[src/rtl/aud_pkg.sv]
// Definitions shared by the audio record, DSP and playback stages.
package aud_pkg;

  localparam int unsigned DataWDefault = 16;
  localparam int unsigned AddrWDefault = 20;

  typedef enum logic [2:0] {
    S_IDLE,
    S_ALIGN,
    S_SHIFT,
    S_WRITE,
    S_PAUSE
  } aud_state_e;

endpackage

[src/rtl/i2s_rx_shift.sv]
// I2S receive front end: left-frame-start detection, delay-slot skip and an
// MSB-first word shifter that flags the cycle carrying the last bit of a word.
module i2s_rx_shift
  import aud_pkg::*;
#(
  parameter int unsigned DATA_W = DataWDefault
) (
  input  logic              i_clk,
  input  logic              i_rst_n,
  input  logic              i_lrc,
  input  logic              i_adc_dat,
  input  logic              i_align,
  input  logic              i_shift,
  output logic              o_frame_go,
  output logic              o_word_valid,
  output logic [DATA_W-1:0] o_word
);

  localparam int unsigned CntW = $clog2(DATA_W);

  logic              lrc_q;
  logic [CntW-1:0]   bit_cnt_q;
  logic [DATA_W-2:0] shift_q;
  logic              frame_start;

  assign frame_start = lrc_q & ~i_lrc;

  // The frame-start cycle holds the previous word's LSB, so shifting only
  // begins on the edge after it.
  assign o_frame_go   = i_align & frame_start;
  assign o_word_valid = i_shift && (bit_cnt_q == CntW'(DATA_W - 1));
  assign o_word       = {shift_q, i_adc_dat};

  always_ff @(posedge i_clk or negedge i_rst_n) begin
    if (!i_rst_n) begin
      lrc_q     <= 1'b0;
      bit_cnt_q <= '0;
      shift_q   <= '0;
    end else begin
      lrc_q <= i_lrc;
      if (i_shift) begin
        bit_cnt_q <= bit_cnt_q + CntW'(1);
        shift_q   <= o_word[DATA_W-2:0];
      end else begin
        bit_cnt_q <= '0;
        shift_q   <= '0;
      end
    end
  end

endmodule

[src/rtl/aud_recorder.sv]
// Left-channel I2S recorder: captures one word per frame into SRAM with
// start/pause/stop control and a take length counter.
module aud_recorder
  import aud_pkg::*;
#(
  parameter int unsigned DATA_W = DataWDefault,
  parameter int unsigned ADDR_W = AddrWDefault
) (
  input  logic              i_clk,
  input  logic              i_rst_n,
  input  logic              i_lrc,
  input  logic              i_adc_dat,
  input  logic              i_start,
  input  logic              i_pause,
  input  logic              i_stop,
  output logic [ADDR_W-1:0] o_address,
  output logic [DATA_W-1:0] o_data,
  output logic              o_we,
  output logic [ADDR_W:0]   o_len,
  output logic              o_done,
  output logic              o_recording
);

  localparam logic [ADDR_W-1:0] AddrMax = {ADDR_W{1'b1}};

  aud_state_e        state_q;
  logic [ADDR_W-1:0] addr_q;
  logic [ADDR_W-1:0] addr_d;
  logic              full_q;
  logic              at_max;
  logic              take_clr;
  logic              addr_inc;
  logic              in_align;
  logic              in_shift;
  logic              frame_go;
  logic              word_valid;
  logic [DATA_W-1:0] word;

  assign in_align = (state_q == S_ALIGN);
  assign in_shift = (state_q == S_SHIFT);
  assign at_max   = (addr_q == AddrMax);
  assign take_clr = (state_q == S_IDLE) && i_start;
  assign addr_inc = (state_q == S_WRITE) && !at_max;
  assign addr_d   = take_clr ? '0 : (addr_inc ? addr_q + ADDR_W'(1) : addr_q);

  // A write to the last address saturates the count one past addr_q.
  assign o_len = full_q ? {1'b1, {ADDR_W{1'b0}}} : {1'b0, addr_q};

  i2s_rx_shift #(
    .DATA_W(DATA_W)
  ) u_rx (
    .i_clk       (i_clk),
    .i_rst_n     (i_rst_n),
    .i_lrc       (i_lrc),
    .i_adc_dat   (i_adc_dat),
    .i_align     (in_align),
    .i_shift     (in_shift),
    .o_frame_go  (frame_go),
    .o_word_valid(word_valid),
    .o_word      (word)
  );

  always_ff @(posedge i_clk or negedge i_rst_n) begin
    if (!i_rst_n) begin
      addr_q <= '0;
      full_q <= 1'b0;
    end else begin
      addr_q <= addr_d;
      if (take_clr) begin
        full_q <= 1'b0;
      end else if ((state_q == S_WRITE) && at_max) begin
        full_q <= 1'b1;
      end
    end
  end

  always_ff @(posedge i_clk or negedge i_rst_n) begin
    if (!i_rst_n) begin
      state_q     <= S_IDLE;
      o_we        <= 1'b0;
      o_done      <= 1'b0;
      o_recording <= 1'b0;
      o_data      <= '0;
      o_address   <= '0;
    end else begin
      o_we   <= 1'b0;
      o_done <= 1'b0;
      unique case (state_q)
        S_IDLE: begin
          if (i_start) begin
            state_q     <= S_ALIGN;
            o_recording <= 1'b1;
          end
        end
        S_ALIGN: begin
          if (i_stop) begin
            state_q     <= S_IDLE;
            o_done      <= 1'b1;
            o_recording <= 1'b0;
          end else if (i_pause) begin
            state_q     <= S_PAUSE;
            o_recording <= 1'b0;
          end else if (frame_go) begin
            state_q <= S_SHIFT;
          end
        end
        S_SHIFT: begin
          if (i_stop) begin
            state_q     <= S_IDLE;
            o_done      <= 1'b1;
            o_recording <= 1'b0;
          end else if (i_pause) begin
            state_q     <= S_PAUSE;
            o_recording <= 1'b0;
          end else if (word_valid) begin
            state_q   <= S_WRITE;
            o_we      <= 1'b1;
            o_data    <= word;
            o_address <= addr_q;
          end
        end
        S_WRITE: begin
          // The write in flight always completes; controls only pick the exit.
          if (at_max || i_stop) begin
            state_q     <= S_IDLE;
            o_done      <= 1'b1;
            o_recording <= 1'b0;
          end else if (i_pause) begin
            state_q     <= S_PAUSE;
            o_recording <= 1'b0;
          end else begin
            state_q <= S_ALIGN;
          end
        end
        S_PAUSE: begin
          if (i_stop) begin
            state_q <= S_IDLE;
            o_done  <= 1'b1;
          end else if (i_start && !i_pause) begin
            state_q     <= S_ALIGN;
            o_recording <= 1'b1;
          end
        end
        default: begin
          state_q     <= S_IDLE;
          o_recording <= 1'b0;
        end
      endcase
    end
  end

endmodule

[config.mk]
export PLATFORM = sky130hd
export DESIGN_NAME = aud_recorder
export DESIGN_NICKNAME = d
export VERILOG_FILES = /design/src/rtl/aud_pkg.sv /design/src/rtl/i2s_rx_shift.sv /design/src/rtl/aud_recorder.sv
export SDC_FILE = /design/constraint.sdc
export NUM_CORES = 1
export LEC_CHECK = 0
export ABC_CLOCK_PERIOD_IN_PS = 2600
export CORE_ASPECT_RATIO = 1.2
export CORE_MARGIN = 4
export CORE_UTILIZATION = 52
export DETAILED_ROUTE_END_ITERATION = 16
export PLACE_DENSITY = 0.84
export RECOVER_POWER = 50
export SETUP_SLACK_MARGIN = 0.4
export SLEW_MARGIN = 20
export SYNTH_ARGS = -nofsm -noshare
export SYNTH_HDL_FRONTEND = slang
export SYNTH_SLANG_ARGS = --single-unit
[constraint.sdc]
create_clock -name i_clk -period 2.6 [get_ports i_clk]
set_input_delay 0.39 -clock i_clk [delete_from_list [all_inputs] [get_ports i_clk]]
set_output_delay 0.39 -clock i_clk [all_outputs]
set_load 0.01 [all_outputs]
=== Word-level counts from Yosys, hierarchy flattened ===
Index checks and enable logic that the tools add are counted.

* Register bits after elaboration: 83
* Bits of input ports: 7
* Logic and storage cells: 79

* $add $sub $neg: 2
* Equal/unequal tests: 12
* Mux-type cells: 33
* Bitwise operators: 5
* Reduce and logical (&&, ||, !) cells: 16

{| class="wikitable"
|+ Operators by type and width
! operator !! number
|-
| two-way mux 20 bit || 2
|-
| two-way mux 3 bit || 11
|-
| two-way mux 21 bit || 1
|-
| adder 20 x 1 -> 20 bit (second input constant) || 1
|-
| == test 20 bit (second input constant) || 1
|-
| two-way mux 15 bit || 1
|-
| one-hot mux 3 bit (5 select lines) || 1
|-
| two-way mux 1 bit || 14
|-
| != test 4 bit (second input constant) || 2
|-
| AND reduction 4 bit || 2
|-
| == test 3 x 2 -> 1 bit (second input constant) || 2
|-
| != test 2 bit (second input constant) || 3
|-
| logical AND 1 bit || 5
|-
| adder 4 x 1 -> 4 bit (second input constant) || 1
|-
| == test 4 bit (second input constant) || 1
|-
| two-way mux 4 bit || 1
|-
| one-hot mux 1 bit (4 select lines) || 1
|-
| nonzero test 2 bit || 2
|-
| == test 3 x 1 -> 1 bit (second input constant) || 1
|-
| == test 3 bit (second input constant) || 1
|-
| logical NOT 3 bit || 1
|-
| != test 3 bit (second input constant) || 1
|-
| NOT 1 bit || 3
|-
| AND reduction 3 bit || 1
|-
| other kinds (6) || 8
|}

=== Depth between registers and ports, before layout ===
Gate-level depths: netlist of the first run.

* Depth after elaboration: 7
* Depth in mapped cells: 7
* Mapped depth without buffers: 6

=== Modules after synthesis ===
From an unflattened synthesis of the first run, not the netlist that was laid out.

* Cell total of the unflattened synthesis: 330
* Area, all modules: 3,932.5 sq um

{| class="wikitable"
|+ Modules (own cells, without submodules)
! module !! times used !! cells an instance !! area each (sq um)
|-
| aud_recorder || 1 || 280 || 3,234.4
|-
| i2s_rx_shift || 1 || 50 || 698.2
|}

=== Worst setup path after synthesis of the first run ===
OpenSTA, ideal clock, no wires.

* Kind: register to register
* From: register state_q[2]
* To: register o_address[4]
* Setup time: 117 ps
* Arrival time: 1,705 ps
* Required time: 2,483 ps
* Path slack: 779 ps
* Cell stages (with the launch flop): 7
* Buffers on the path: 2
* Clock period less this slack: 1,821 ps
* Cell sequence: dfrtp_1 or3b_1 or4_4 buf_4 buf_6 nand2_1 nand2_1

* Longest elaborated chain between the ends: 3

{| class="wikitable"
|+ RTL lines
! item !! RTL line !! source
|-
| start, declared || aud_recorder.sv:26 || <nowiki>aud_state_e state_q;</nowiki>
|-
| start signal, assigned || aud_recorder.sv:79 || <nowiki>state_q <= S_IDLE;</nowiki>
|-
| start signal, assigned || aud_recorder.sv:91 || <nowiki>state_q <= S_ALIGN;</nowiki>
|-
| start signal, assigned || aud_recorder.sv:97 || <nowiki>state_q <= S_IDLE;</nowiki>
|-
| == test 3 x 2 -> 1 bit (*) || aud_recorder.sv:40, aud_recorder.sv:88 ||
|-
| logical AND 1 bit || i2s_rx_shift.sv:31 || <nowiki>assign o_word_valid = i_shift && (bit_cnt_q == CntW'(DATA_W - 1));</nowiki>
|-
| AND reduction 4 bit (no source line) (*) || n/a ||
|-
| end signal, assigned || aud_recorder.sv:119 || <nowiki>o_address <= addr_q;</nowiki>
|-
| end, declared || aud_recorder.sv:16 || <nowiki>output logic [ADDR_W-1:0] o_address,</nowiki>
|}

Every way passes the cells marked *; elsewhere a longest branch is shown, timed or not.
A chain may end at the register's enable or synchronous reset.

=== Worst setup path after layout of the first run ===
* From: register state_q[0]
* To: register o_address[7]

The elaborated chain is that of the path after synthesis.

==> key figures, run 1 <==
Clock network
  – Hold_buf cts: 0
  – Clock Root Buffer: clkbuf_8
  – Max clock buf depth: 2
  – Clock-pin slew on the worst setup and hold paths: 0.09 ns
  – TritonCTS clock tree: done
  – Worst-skew pair later-pin latency: 0.35 ns
  – # H-tree levels: 3
  – # clock sinks: 83
  – CTS buffer count: 9
  – Post-CTS setup buffers: 0

Synth
  – Async set-or-reset flop fraction in the synthesized netlist: 100.0%
  – Most used DFF post-synth: dfrtp_1
  – Commonest cells post-synth: 121 x nand2_1, 83 x dfrtp_1, 20 x nor2b_1, 19 x and2_1, 18 x nor2_1
  – Adder-cell share of the synthesized area: 0.6791%
  – Sequential share of the synthesized area: 56.37%
  – Seq cells post-synth: 83
  – Number of synthesized flops with an enable pin: 0
  – Compound-cell area share of the yosys netlist: 6.587%
  – Synth Instances: 383
  – Syn_area_per_cell: 9.621 µm²
  – Synth top area cells: dfrtp_1 56%, nand2_1 12%, nor2b_1 3.4%
  – Unique masters post-synth: 48
  – Simple logic cell fraction of the synthesized area: 29.13%
  – Area leader, netlist: dfrtp_1
  – Fraction of synthesized area in multiplexers: 1.358%
  – Xor/xnor share of the synthesized area: 2.139%
  – Count leader, synth: nand2_1
  – Yosys top cell area share: 56.37%
  – Mapped cell area: 3685 µm²
  – Ys Warns: 0
  – Largest family of logic cells by synthesized area: simple AND/OR/NAND/NOR gates
  – Mapped Nets: 392

Route
  – DRC violations left: 0
  – Final WL: 7833 µm
  – DRT iter0 DRCs: 124
  – 1st-pass router iterations: 4
  – Vias: 2889
  – Avg Vias per Cell: 5.340
  – Post-route ant nets: 0
  – Drt wl/cell: 14.48 µm

Setup path
  – CP most frequent cell: nand2_1
  – Crit path max-delay cell type: dfrtp_1
  – Max incr delay on CP: 0.52 ns
  – Worst r2r src: state_q[0]
  – Critical path, cell by cell: or3b_1, or4_4, clkinv_2, buf_12, nand2_1, nand2_1
  – CP bufs+invs: 2
  – Critical Path AT: 2.43 ns
  – Type of the worst setup path: flop to flop
  – Worst R2R Path Depth: 6
  – Worst Setup End Kind: flop
  – CP Capture Point: o_address[7]
  – Crit path max-delay family: simple AND/OR/NAND/NOR gates
  – Startpoint types: flop
  – Worst Setup SP: state_q[0]
  – Crit path max fanout: 22
  – Flop-to-flop setup slack: 0.46 ns
  – CP required: 2.89 ns
  – Critical Path Stages: 6
  – Critical R2R Capture: o_address[7]

Timing
  – # setup viols final: 0
  – Normalized max-slew margin: 13.61%
  – Clock Skew: 0.01084 ns
  – Final number of hold-violating endpoints: 0
  – Unrepaired setup endpoints after global routing: no
  – Final Cycle Share: 82.18%
  – Slack of the critical path: 0.4633 ns
  – Final TNS setup: 0 ns
  – Fmax: 468.0 MHz
  – Final min period: 2.137 ns
  – Least-Margin Pin Slew: 1.296 ns
  – Final Max Slew Viols: 0

Finish
  – Share of layout cells above drive strength 1: 7.489%
  – Final std cells w/o fill: 541
  – ANT cells: 0
  – Layout area overhead: 24.52%
  – Fillers: 557
  – Design Area, Final: 4588 µm²
  – Layout Utilization: 66.94%
  – Nets@finish: 458

Die
  – DIE AREA: 8503 µm²
  – Starting density of the core: 53.76%
  – Placeable Area: 6854 µm²
  – Site Rows: 33
  – Chip height: 100.2 µm
  – Die width: 84.85 µm
  – I/O pin cnt: 67

Status
  – Outcome: finished clean

Power and ir drop
  – Max VDD drop: 0.3935 mV
  – Leakage: 2.242 nW
  – Pwr dens: 568.0 nW/µm²

Placed design
  – Buffers on Ports: 66
  – Post-placement cell count: 525
  – GPL Wtd Cong: 0.8464
  – Final HPWL DP: 5467 µm
  – Post-DP Area: 4418 µm²
  – Pre-CTS WS: 0.3491 ns

Global route
  – Largest net degree at the start of global routing: 55
  – Total global-route track usage: 19.44%
  – Total global routing overflow: 0
  – Vias in the first global route: 2865
  – First-pass GRT wire length: 13210 µm
  – Initial antenna violation count: 0

Worst hold path
  – Worst hold path type: primary input to asynchronous set/reset pin

Run
  – Max Cap Viol: 0
==> timing repair <==
item / in CTS / in global routing
endpoints found under the setup margin: 4 / 23
cloned: 0 / 0
resized for setup: 1 / 2
==> worst register-to-register path, stage by stage (launching register included) <==
cell,delay (ns)
dfrtp_1,0.52
or3b_1,0.49
or4_4,0.52
clkinv_2,0.21
buf_12,0.20
nand2_1,0.08
nand2_1,0.08
==> logic make-up after synthesis <==
group,count (synthesis)
AND/OR/NAND/NOR,224
flip-flops,83
AO/OA/AOI/OAI,36
buffers and inverters,24
XOR/XNOR,9
multiplexers,5
adder cells (fa/ha/maj),2
==> per-stage QoR <==
step	power [mW]	hold slack (ns)
6_report	2.606	0.3103
5_1_grt	2.740	0.4266
4_1_cts	2.630	0.09135
3_5_place_dp	1.778	0.4308
3_3_place_gp	1.766	0.4302
2_1_floorplan	1.617	0.09441
==> worst min path at each step <==
stage          cells past startpoint             start  slack [ns]            to
6_report                           1           i_rst_n        0.31  o_address[4]
5_1_grt                            1           i_rst_n        0.43  o_address[4]
4_1_cts                            1           i_rst_n        0.09  o_address[4]
3_5_place_dp                       2  u_rx.shift_q[14]        0.43    o_data[15]
3_3_place_gp                       2  u_rx.shift_q[14]        0.43    o_data[15]
2_1_floorplan                      0           i_rst_n        0.09     addr_q[0]
==> state kept, by name (all words and copies together) (netlist names) <==
register        flops
state_q             3
u_rx.bit_cnt_q      4
o_we                1
o_address          20
o_recording         1
u_rx.lrc_q          1
o_data             16
o_done              1
addr_q             20
full_q              1
u_rx.shift_q       15
==> area by class of cell <==
type | count | area, µm² | area share (%)
Sequential cell | 83 | 2078 | 45.30
Multi-Input combinational cell | 276 | 1470 | 32.04
Timing Repair Buffer | 74 | 721.9 | 15.73
Clock buffer | 11 | 151.4 | 3.300
Tap cell | 87 | 108.9 | 2.373
Clock inverter | 5 | 37.54 | 0.8181
Inverter | 5 | 20.02 | 0.4363
==> routing by layer <==
layer  GRT usage, %  routed length [µm]  part of all wire, %  up-vias
met5              0                   0                    0        -
met4          10.11                 152                  1.9        0
met3          4.680                 440                  5.6       18
met2          33.76                4038                   52       86
met1          22.21                3202                   41     1386
li1               -                   -                    -     1399
==> cell usage in the layout (no fill, tap or decap), types with 3 or more instances in the layout <==
| master | count |
|---|---|
| nand2_1 | 121 |
| dfrtp_1 | 82 |
| clkdlybuf4s50_1 | 55 |
| nor2b_1 | 20 |
| nor2_1 | 18 |
| nand3_1 | 13 |
| clkbuf_8 | 11 |
| and2_1 | 10 |
| dlygate4sd3_1 | 10 |
| and2_0 | 9 |
| a21oi_1 | 8 |
| xnor2_1 | 7 |
| o21ai_0 | 6 |
| nor3_1 | 6 |
| and4_1 | 5 |
| mux2i_1 | 5 |
| buf_4 | 5 |
| inv_1 | 4 |
| nor3b_1 | 3 |
| a31o_2 | 3 |
| nand4_1 | 3 |
| o31ai_1 | 3 |
| a31oi_1 | 3 |
| nor4_1 | 3 |
==> power by group <==
part / leakage (nW) / internal, mW / switching (mW)
clock: 0.0915 / 0.401 / 0.462
combinational: 1.00 / 0.151 / 0.205
sequential: 1.15 / 1.33 / 0.0557
Note: power is estimated with default switching activity, not from simulation.
==> run 2: changes to the inputs <==
ABC_CLOCK_PERIOD_IN_PS = 1700   (was 2600)
CORE_UTILIZATION = 47   (was 52)
PLACE_DENSITY = 0.81   (was 0.84)
clock period = 1.7 ns   (was 2.6 ns; I/O delays follow)
==> key figures, run 2 (synthesis results as in run 1) <==
Route
  – DRC violations left: 0 (unchanged)
  – DRT iter0 DRCs: 206 (was 124)
  – Vias: 3544 (was 2889)
  – Drt wl/cell: 18.62 µm (was 14.48 µm)
  – Post-route ant nets: 0 (unchanged)
  – Final WL: 11710 µm (was 7833 µm)
  – 1st-pass router iterations: 5 (was 4)
  – Avg Vias per Cell: 5.634 (was 5.340)

Placed design
  – GPL Wtd Cong: 0.8647 (was 0.8464)
  – Final HPWL DP: 5914 µm (was 5467 µm)
  – Pre-CTS WS: -0.1074 ns (was 0.3491 ns)
  – Post-placement cell count: 564 (was 525)
  – Buffers on Ports: 66 (unchanged)
  – Post-DP Area: 4795 µm² (was 4418 µm²)

Setup path
  – Startpoint types: flop (unchanged)
  – Critical Path AT: 2.14 ns (was 2.43 ns)
  – Worst Setup End Kind: flop (unchanged)
  – Type of the worst setup path: flop to flop (unchanged)
  – Critical path, cell by cell: buf_6, nand4_1, or3_4, a21oi_4, a21oi_1, a31o_2 (was or3b_1, or4_4, clkinv_2, buf_12, nand2_1, nand2_1)
  – Crit path max-delay cell type: or3_4 (was dfrtp_1)
  – Crit path max fanout: 7 (was 22)
  – CP required: 1.96 ns (was 2.89 ns)
  – CP bufs+invs: 1 (was 2)
  – Max incr delay on CP: 0.43 ns (was 0.52 ns)
  – Crit path max-delay family: simple AND/OR/NAND/NOR gates (unchanged)

Clock network
  – Clock Root Buffer: clkbuf_8 (unchanged)
  – # H-tree levels: 3 (unchanged)
  – Worst-skew pair later-pin latency: 0.37 ns (was 0.35 ns)
  – CTS buffer count: 9 (unchanged)
  – Max clock buf depth: 2 (unchanged)
  – TritonCTS clock tree: done (unchanged)
  – Clock-pin slew on the worst setup and hold paths: 0.09 ns (about the same)
  – # clock sinks: 83 (unchanged)

Finish
  – Design Area, Final: 5737 µm² (was 4588 µm²)
  – FF+latch area: 2079 µm² (was 2078 µm²)
  – Fillers: 460 (was 557)
  – Share of layout cells above drive strength 1: 38.73% (was 7.489%)
  – Most frequent cells in the layout: 118 x nand2_1, 81 x dfrtp_1, 52 x buf_4 (was 121 x nand2_1, 82 x dfrtp_1, 55 x clkdlybuf4s50_1)
  – Layout area overhead: 55.69% (was 24.52%)
  – Nets@finish: 541 (was 458)
  – Regs by FF count: addr_q: 20 flops, o_address: 20 flops, o_data: 16 flops (unchanged)
  – Multi-input logic area: 1847 µm² (was 1470 µm²)
  – Most common cell after layout, fill and taps aside: nand2_1 (unchanged)
  – ANT cells: 0 (unchanged)
  – Final std cells w/o fill: 629 (was 541)

Timing
  – Final Cycle Share: 110.5% (was 82.18%)
  – Slack of the critical path: -0.1791 ns (was 0.4633 ns)
  – Fmax: 532.2 MHz (was 468.0 MHz)
  – Normalized max-slew margin: 25.23% (was 13.61%)
  – Final Max Slew Viols: 0 (unchanged)
  – Unrepaired setup endpoints after global routing: yes (was no)
  – Least-Margin Pin Slew: 1.122 ns (was 1.296 ns)
  – Final number of hold-violating endpoints: 0 (unchanged)
  – Final TNS setup: -2.312 ns (was 0 ns)
  – Clock Skew: 0.01425 ns (was 0.01084 ns)
  – Final min period: 1.879 ns (was 2.137 ns)
  – # setup viols final: 43 (was 0)

Die
  – Chip height: 105.0 µm (was 100.2 µm)
  – Site Rows: 35 (was 33)
  – Starting density of the core: 48.08% (was 53.76%)
  – Placeable Area: 7664 µm² (was 6854 µm²)
  – Die width: 88.83 µm (was 84.85 µm)
  – DIE AREA: 9327 µm² (was 8503 µm²)
  – I/O pin cnt: 67 (unchanged)

Worst hold path
  – Worst hold path type: primary input to flop (was primary input to asynchronous set/reset pin)

Global route
  – Vias in the first global route: 3544 (was 2865)
  – Largest net degree at the start of global routing: 84 (was 55)
  – First-pass GRT wire length: 17340 µm (was 13210 µm)
  – Total global-route track usage: 23.88% (was 19.44%)
  – Total global routing overflow: 0 (unchanged)
  – Initial antenna violation count: 0 (unchanged)

Power and ir drop
  – Leakage: 2.897 nW (was 2.242 nW)
  – Pwr dens: 833.3 nW/µm² (was 568.0 nW/µm²)
  – Max VDD drop: 0.8475 mV (was 0.3935 mV)

Status
  – Failing checks: negative setup slack
  – Outcome: finished, violations left (was finished clean)

Run
  – Max Cap Viol: 0 (unchanged)
## run 2: changes by cell type in the layout (fill, tap and decap cells not counted), moves of 11 or more
cell | before | now
clkdlybuf4s15_1 | 0 | 28
buf_2 | 0 | 11
buf_4 | 5 | 52
buf_6 | 0 | 41
and2_4 | 0 | 11
clkdlybuf4s50_1 | 55 | 4
## run 2: path summary, 6_finish.rpt
path	from	depth (start not counted)	to	slack (ns)
min	i_adc_dat	3	o_data[0]	0.44
min in group asynchronous	i_rst_n	3	o_address[9]	0.75
min reg2reg	u_rx.bit_cnt_q[0]	1	u_rx.bit_cnt_q[0]	0.46
max reg2reg	addr_q[2]	6	addr_q[11]	-0.18
max in group asynchronous	i_rst_n	3	addr_q[13]	0.18
max	addr_q[2]	6	addr_q[11]	-0.18
## run 2: what timing repair did
item	CTS	global route
resized for setup	200	88
gates cloned	2	0
endpoints found under the hold margin	83	0
pin swaps	23	6
setup buffers	28	18
setup endpoints to repair	138	124
hold buffers	1	0
## run 2: per-stage QoR
step | total power, mW | hold slack, ns | util (%)
5_1_grt | 4.980 | 0.4511 | 74.86
4_1_cts | 4.527 | 0.3691 | 70.02
6_report | 4.781 | 0.4399 | 74.86
3_5_place_dp | 2.833 | 0.3232 | 62.56
2_1_floorplan | 2.506 | -0.04059 | -
3_3_place_gp | 2.811 | 0.3152 | 62.56
## run 2: layer usage
| metal | global-route usage (%) | up-vias | routed length, µm |
|---|---|---|---|
| met5 | 0 | - | 0 |
| met2 | 40.61 | 145 | 6301 |
| met1 | 28.17 | 1781 | 4256 |
| li1 | - | 1569 | - |
| met4 | 10.69 | 0 | 567 |
| met3 | 5.205 | 49 | 586 |
## run 2: tightest hold or removal path, cell delays in order
cell,delay [ns]
clkdlybuf4s50_1,0.41
nand2_1,0.06
nand2_1,0.05
## run 2: layout make-up
type / count / area share, %
clock buffer: 9 / 2.159
timing repair buffer: 157 / 25.45
multi-input combinational: 276 / 32.19
clock inverter: 7 / 1.527
sequential: 83 / 36.25
inverter: 5 / 0.4144
tap: 92 / 2.007
## run 2: where the power goes
group / internal [mW] / total (mW) / switching, mW
registers: 2.04 / 2.09 / 0.0496
clock network: 0.721 / 1.55 / 0.833
logic: 0.571 / 1.14 / 0.568
==> run 3: changes to the inputs <==
CORE_UTILIZATION = 48   (was 47)
SYNTH_HIERARCHICAL = 1   (was not set)
==> key figures, run 3 <==
Synth
  – Synth top area cells: dfrtp_1 53%, mux2_4 11%, nor2b_1 3.5% (was dfrtp_1 56%, nand2_1 12%, nor2b_1 3.4%)
  – Sequential share of the synthesized area: 52.82% (was 56.37%)
  – Commonest cells post-synth: 83 x dfrtp_1, 29 x mux2_4, 22 x nor2b_1, 20 x a21oi_1, 19 x and2_1 (was 121 x nand2_1, 83 x dfrtp_1, 20 x nor2b_1, 19 x and2_1, 18 x nor2_1)
  – Async set-or-reset flop fraction in the synthesized netlist: 100.0% (unchanged)
  – Mapped Nets: 339 (was 392)
  – Number of synthesized flops with an enable pin: 0 (unchanged)
  – Area leader, netlist: dfrtp_1 (unchanged)
  – Synth Instances: 330 (was 383)
  – Yosys top cell area share: 52.82% (was 56.37%)
  – Unique masters post-synth: 46 (was 48)
  – Most used DFF post-synth: dfrtp_1 (unchanged)
  – Syn_area_per_cell: 11.92 µm² (was 9.621 µm²)
  – Count leader, synth: dfrtp_1 (was nand2_1)
  – Seq cells post-synth: 83 (unchanged)
  – Mapped cell area: 3933 µm² (was 3685 µm²)
  – Ys Warns: 6 (was 0)

Clock network
  – CTS buffer count: 9 (unchanged)
  – Worst-skew pair later-pin latency: 0.36 ns (was 0.37 ns)
  – Clock Root Buffer: clkbuf_8 (unchanged)
  – Clock-pin slew on the worst setup and hold paths: 0.08 ns (was 0.09 ns)
  – Max clock buf depth: 2 (unchanged)
  – TritonCTS clock tree: done (unchanged)
  – # clock sinks: 83 (unchanged)
  – # H-tree levels: 3 (unchanged)

Finish
  – Most common cell after layout, fill and taps aside: dfrtp_1 (was nand2_1)
  – Nets@finish: 505 (was 541)
  – ANT cells: 0 (unchanged)
  – Final std cells w/o fill: 593 (was 629)
  – Layout area overhead: 54.79% (was 55.69%)
  – Layout Utilization: 77.65% (was 74.86%)
  – Fillers: 428 (was 460)
  – Most frequent cells in the layout: 78 x dfrtp_1, 64 x buf_4, 44 x buf_6 (was 118 x nand2_1, 81 x dfrtp_1, 52 x buf_4)
  – Regs by FF count: addr_q: 20 flops, o_address: 20 flops, o_data: 16 flops (unchanged)
  – Share of layout cells above drive strength 1: 49.30% (was 38.73%)

Setup path
  – CP required: 1.98 ns (was 1.96 ns)
  – Max incr delay on CP: 0.59 ns (was 0.43 ns)
  – Flop-to-flop setup slack: -0.18 ns (about the same)
  – Crit path max fanout: 5 (was 7)
  – Startpoint types: flop (unchanged)
  – Crit path max-delay cell type: or4_1 (was or3_4)
  – Critical Path AT: 2.17 ns (was 2.14 ns)
  – Type of the worst setup path: flop to flop (unchanged)
  – Critical path, cell by cell: buf_6, and3b_2, nand4_1, or4_1, a21oi_1 (was buf_6, nand4_1, or3_4, a21oi_4, a21oi_1, a31o_2)
  – Critical R2R Capture: addr_q[18] (was addr_q[11])
  – Worst r2r src: state_q[2] (was addr_q[2])
  – Worst R2R Path Depth: 5 (was 6)
  – Worst Setup End Kind: flop (unchanged)

Placed design
  – Final HPWL DP: 6571 µm (was 5914 µm)
  – Pre-CTS WS: -0.4000 ns (was -0.1074 ns)
  – Buffers on Ports: 66 (unchanged)
  – Post-placement cell count: 516 (was 564)
  – GPL Wtd Cong: 0.8774 (was 0.8647)

Global route
  – Initial antenna violation count: 0 (unchanged)
  – Largest net degree at the start of global routing: 43 (was 84)
  – Vias in the first global route: 3472 (was 3544)
  – Total global-route track usage: 22.55% (was 23.88%)
  – First-pass GRT wire length: 17290 µm (was 17340 µm)
  – Total global routing overflow: 0 (unchanged)

Die
  – DIE AREA: 9710 µm² (was 9327 µm²)
  – I/O pin cnt: 67 (unchanged)
  – Placeable Area: 7839 µm² (was 7664 µm²)
  – Chip height: 107.2 µm (was 105.0 µm)
  – Starting density of the core: 50.17% (was 48.08%)
  – Site Rows: 35 (unchanged)
  – Die width: 90.63 µm (was 88.83 µm)

Power and ir drop
  – Leakage: 3.023 nW (was 2.897 nW)
  – Pwr dens: 612.3 nW/µm² (was 833.3 nW/µm²)
  – Max VDD drop: 0.5623 mV (was 0.8475 mV)

Timing
  – Final number of hold-violating endpoints: 0 (unchanged)
  – Final Max Slew Viols: 0 (unchanged)
  – Unrepaired setup endpoints after global routing: yes (unchanged)
  – Slack of the critical path: -0.1823 ns (was -0.1791 ns)
  – Final Cycle Share: 110.7% (was 110.5%)
  – Least-Margin Pin Slew: 0.9868 ns (was 1.122 ns)
  – # setup viols final: 44 (was 43)
  – Clock Skew: 0.01567 ns (was 0.01425 ns)
  – Final min period: 1.882 ns (was 1.879 ns)
  – Fmax: 531.3 MHz (was 532.2 MHz)
  – Hold_ws: 0.4667 ns (was 0.4399 ns)
  – Normalized max-slew margin: 34.21% (was 25.23%)

Route
  – Final WL: 12580 µm (was 11710 µm)
  – DRC violations left: 0 (unchanged)
  – Avg Vias per Cell: 5.933 (was 5.634)
  – Drt wl/cell: 21.22 µm (was 18.62 µm)
  – Post-route ant nets: 0 (unchanged)
  – 1st-pass router iterations: 5 (unchanged)
  – DRT iter0 DRCs: 293 (was 206)
  – Vias: 3518 (was 3544)

Status
  – Failing checks: negative setup slack (unchanged)
  – Outcome: finished, violations left (unchanged)

Worst hold path
  – Hold endpoint: u_rx/bit_cnt_q[0] (was o_data[0])
  – Worst hold path type: flop to flop (was primary input to flop)
  – Hold_sp: u_rx/bit_cnt_q[0] (was i_adc_dat)
  – Min-Delay Path Depth: 1 (was 3)

Run
  – Max Cap Viol: 0 (unchanged)
-- run 3: area by class of cell --
class	count	area (µm²)	share of cell area, %
Clock buffer	12	145.1	2.384
Clock inverter	4	33.78	0.5550
Inverter	4	20.02	0.3289
Multi-Input combinational cell	222	2082	34.20
Sequential cell	83	2083	34.22
Tap cell	92	115.1	1.891
Timing Repair Buffer	176	1608	26.41
-- run 3: cells by family (layout without fill, tap and decap cells) --
kind of cell / Yosys count / after routing / synth area share (%)
compound gates: 43 / 43 / 6.714
xor+xnor: 2 / 2 / 0.4455
fa+ha+maj: 2 / 2 / 0.6362
buf+inv: 25 / 196 / 3.436
flops: 83 / 83 / 52.82
mux: 47 / 47 / 15.91
simple gates: 128 / 128 / 20.04
-- run 3: worst max path at each step --
stage	endpoint	slack [ns]	start
after CTS	o_data[15]	-0.06	state_q[2]
after detailed placement	o_data[15]	-0.40	i_stop
after global routing	addr_q[18]	-0.25	state_q[2]
after global placement	o_data[14]	-0.37	i_stop
after floorplan	o_address[0]	-0.19	state_q[0]
final	addr_q[18]	-0.18	state_q[2]
-- run 3: through the flow --
step	TNS, ns	instance area [µm²]	power (mW)
2_1_floorplan	-5.704	4119	2.209
6_report	-4.019	6087	3.727
4_1_cts	-1.489	5695	3.693
3_5_place_dp	-14.20	5114	2.348
5_1_grt	-4.866	6087	3.869
3_3_place_gp	-13.42	5114	2.336
-- run 3: timing repair --
item	CTS	global route
hold endpoints to repair	40	0
gates resized for setup	206	64
endpoints found under the setup margin	123	117
cloned	1	4
hold buffers	1	0
setup buffers	34	21
pin swaps	32	18
-- run 3: per-layer routing --
metal | vias to the layer above | routed length (µm) | track usage, %
li1 | 1513 | - | -
met1 | 1765 | 4655 | 24.69
met2 | 180 | 6647 | 41.60
met3 | 60 | 635 | 4.912
met4 | 0 | 643 | 10.07
met5 | - | 0 | 0
-- run 3: power breakdown --
group | internal [mW] | leakage (nW) | switching, mW
clock | 0.583 | 0.0872 | 0.744
sequential | 1.99 | 1.14 | 0.0188
combinational | 0.174 | 1.79 | 0.214
total | 2.75 | 3.02 | 0.977
-- run 3: critical path: cells and delay by family, from the launching register on --
family,cells,cell delay [ns]
AO/OA/AOI/OAI,1,0.17
buffers and inverters,1,0.14
flip-flops,1,0.41
AND/OR/NAND/NOR,3,1.10
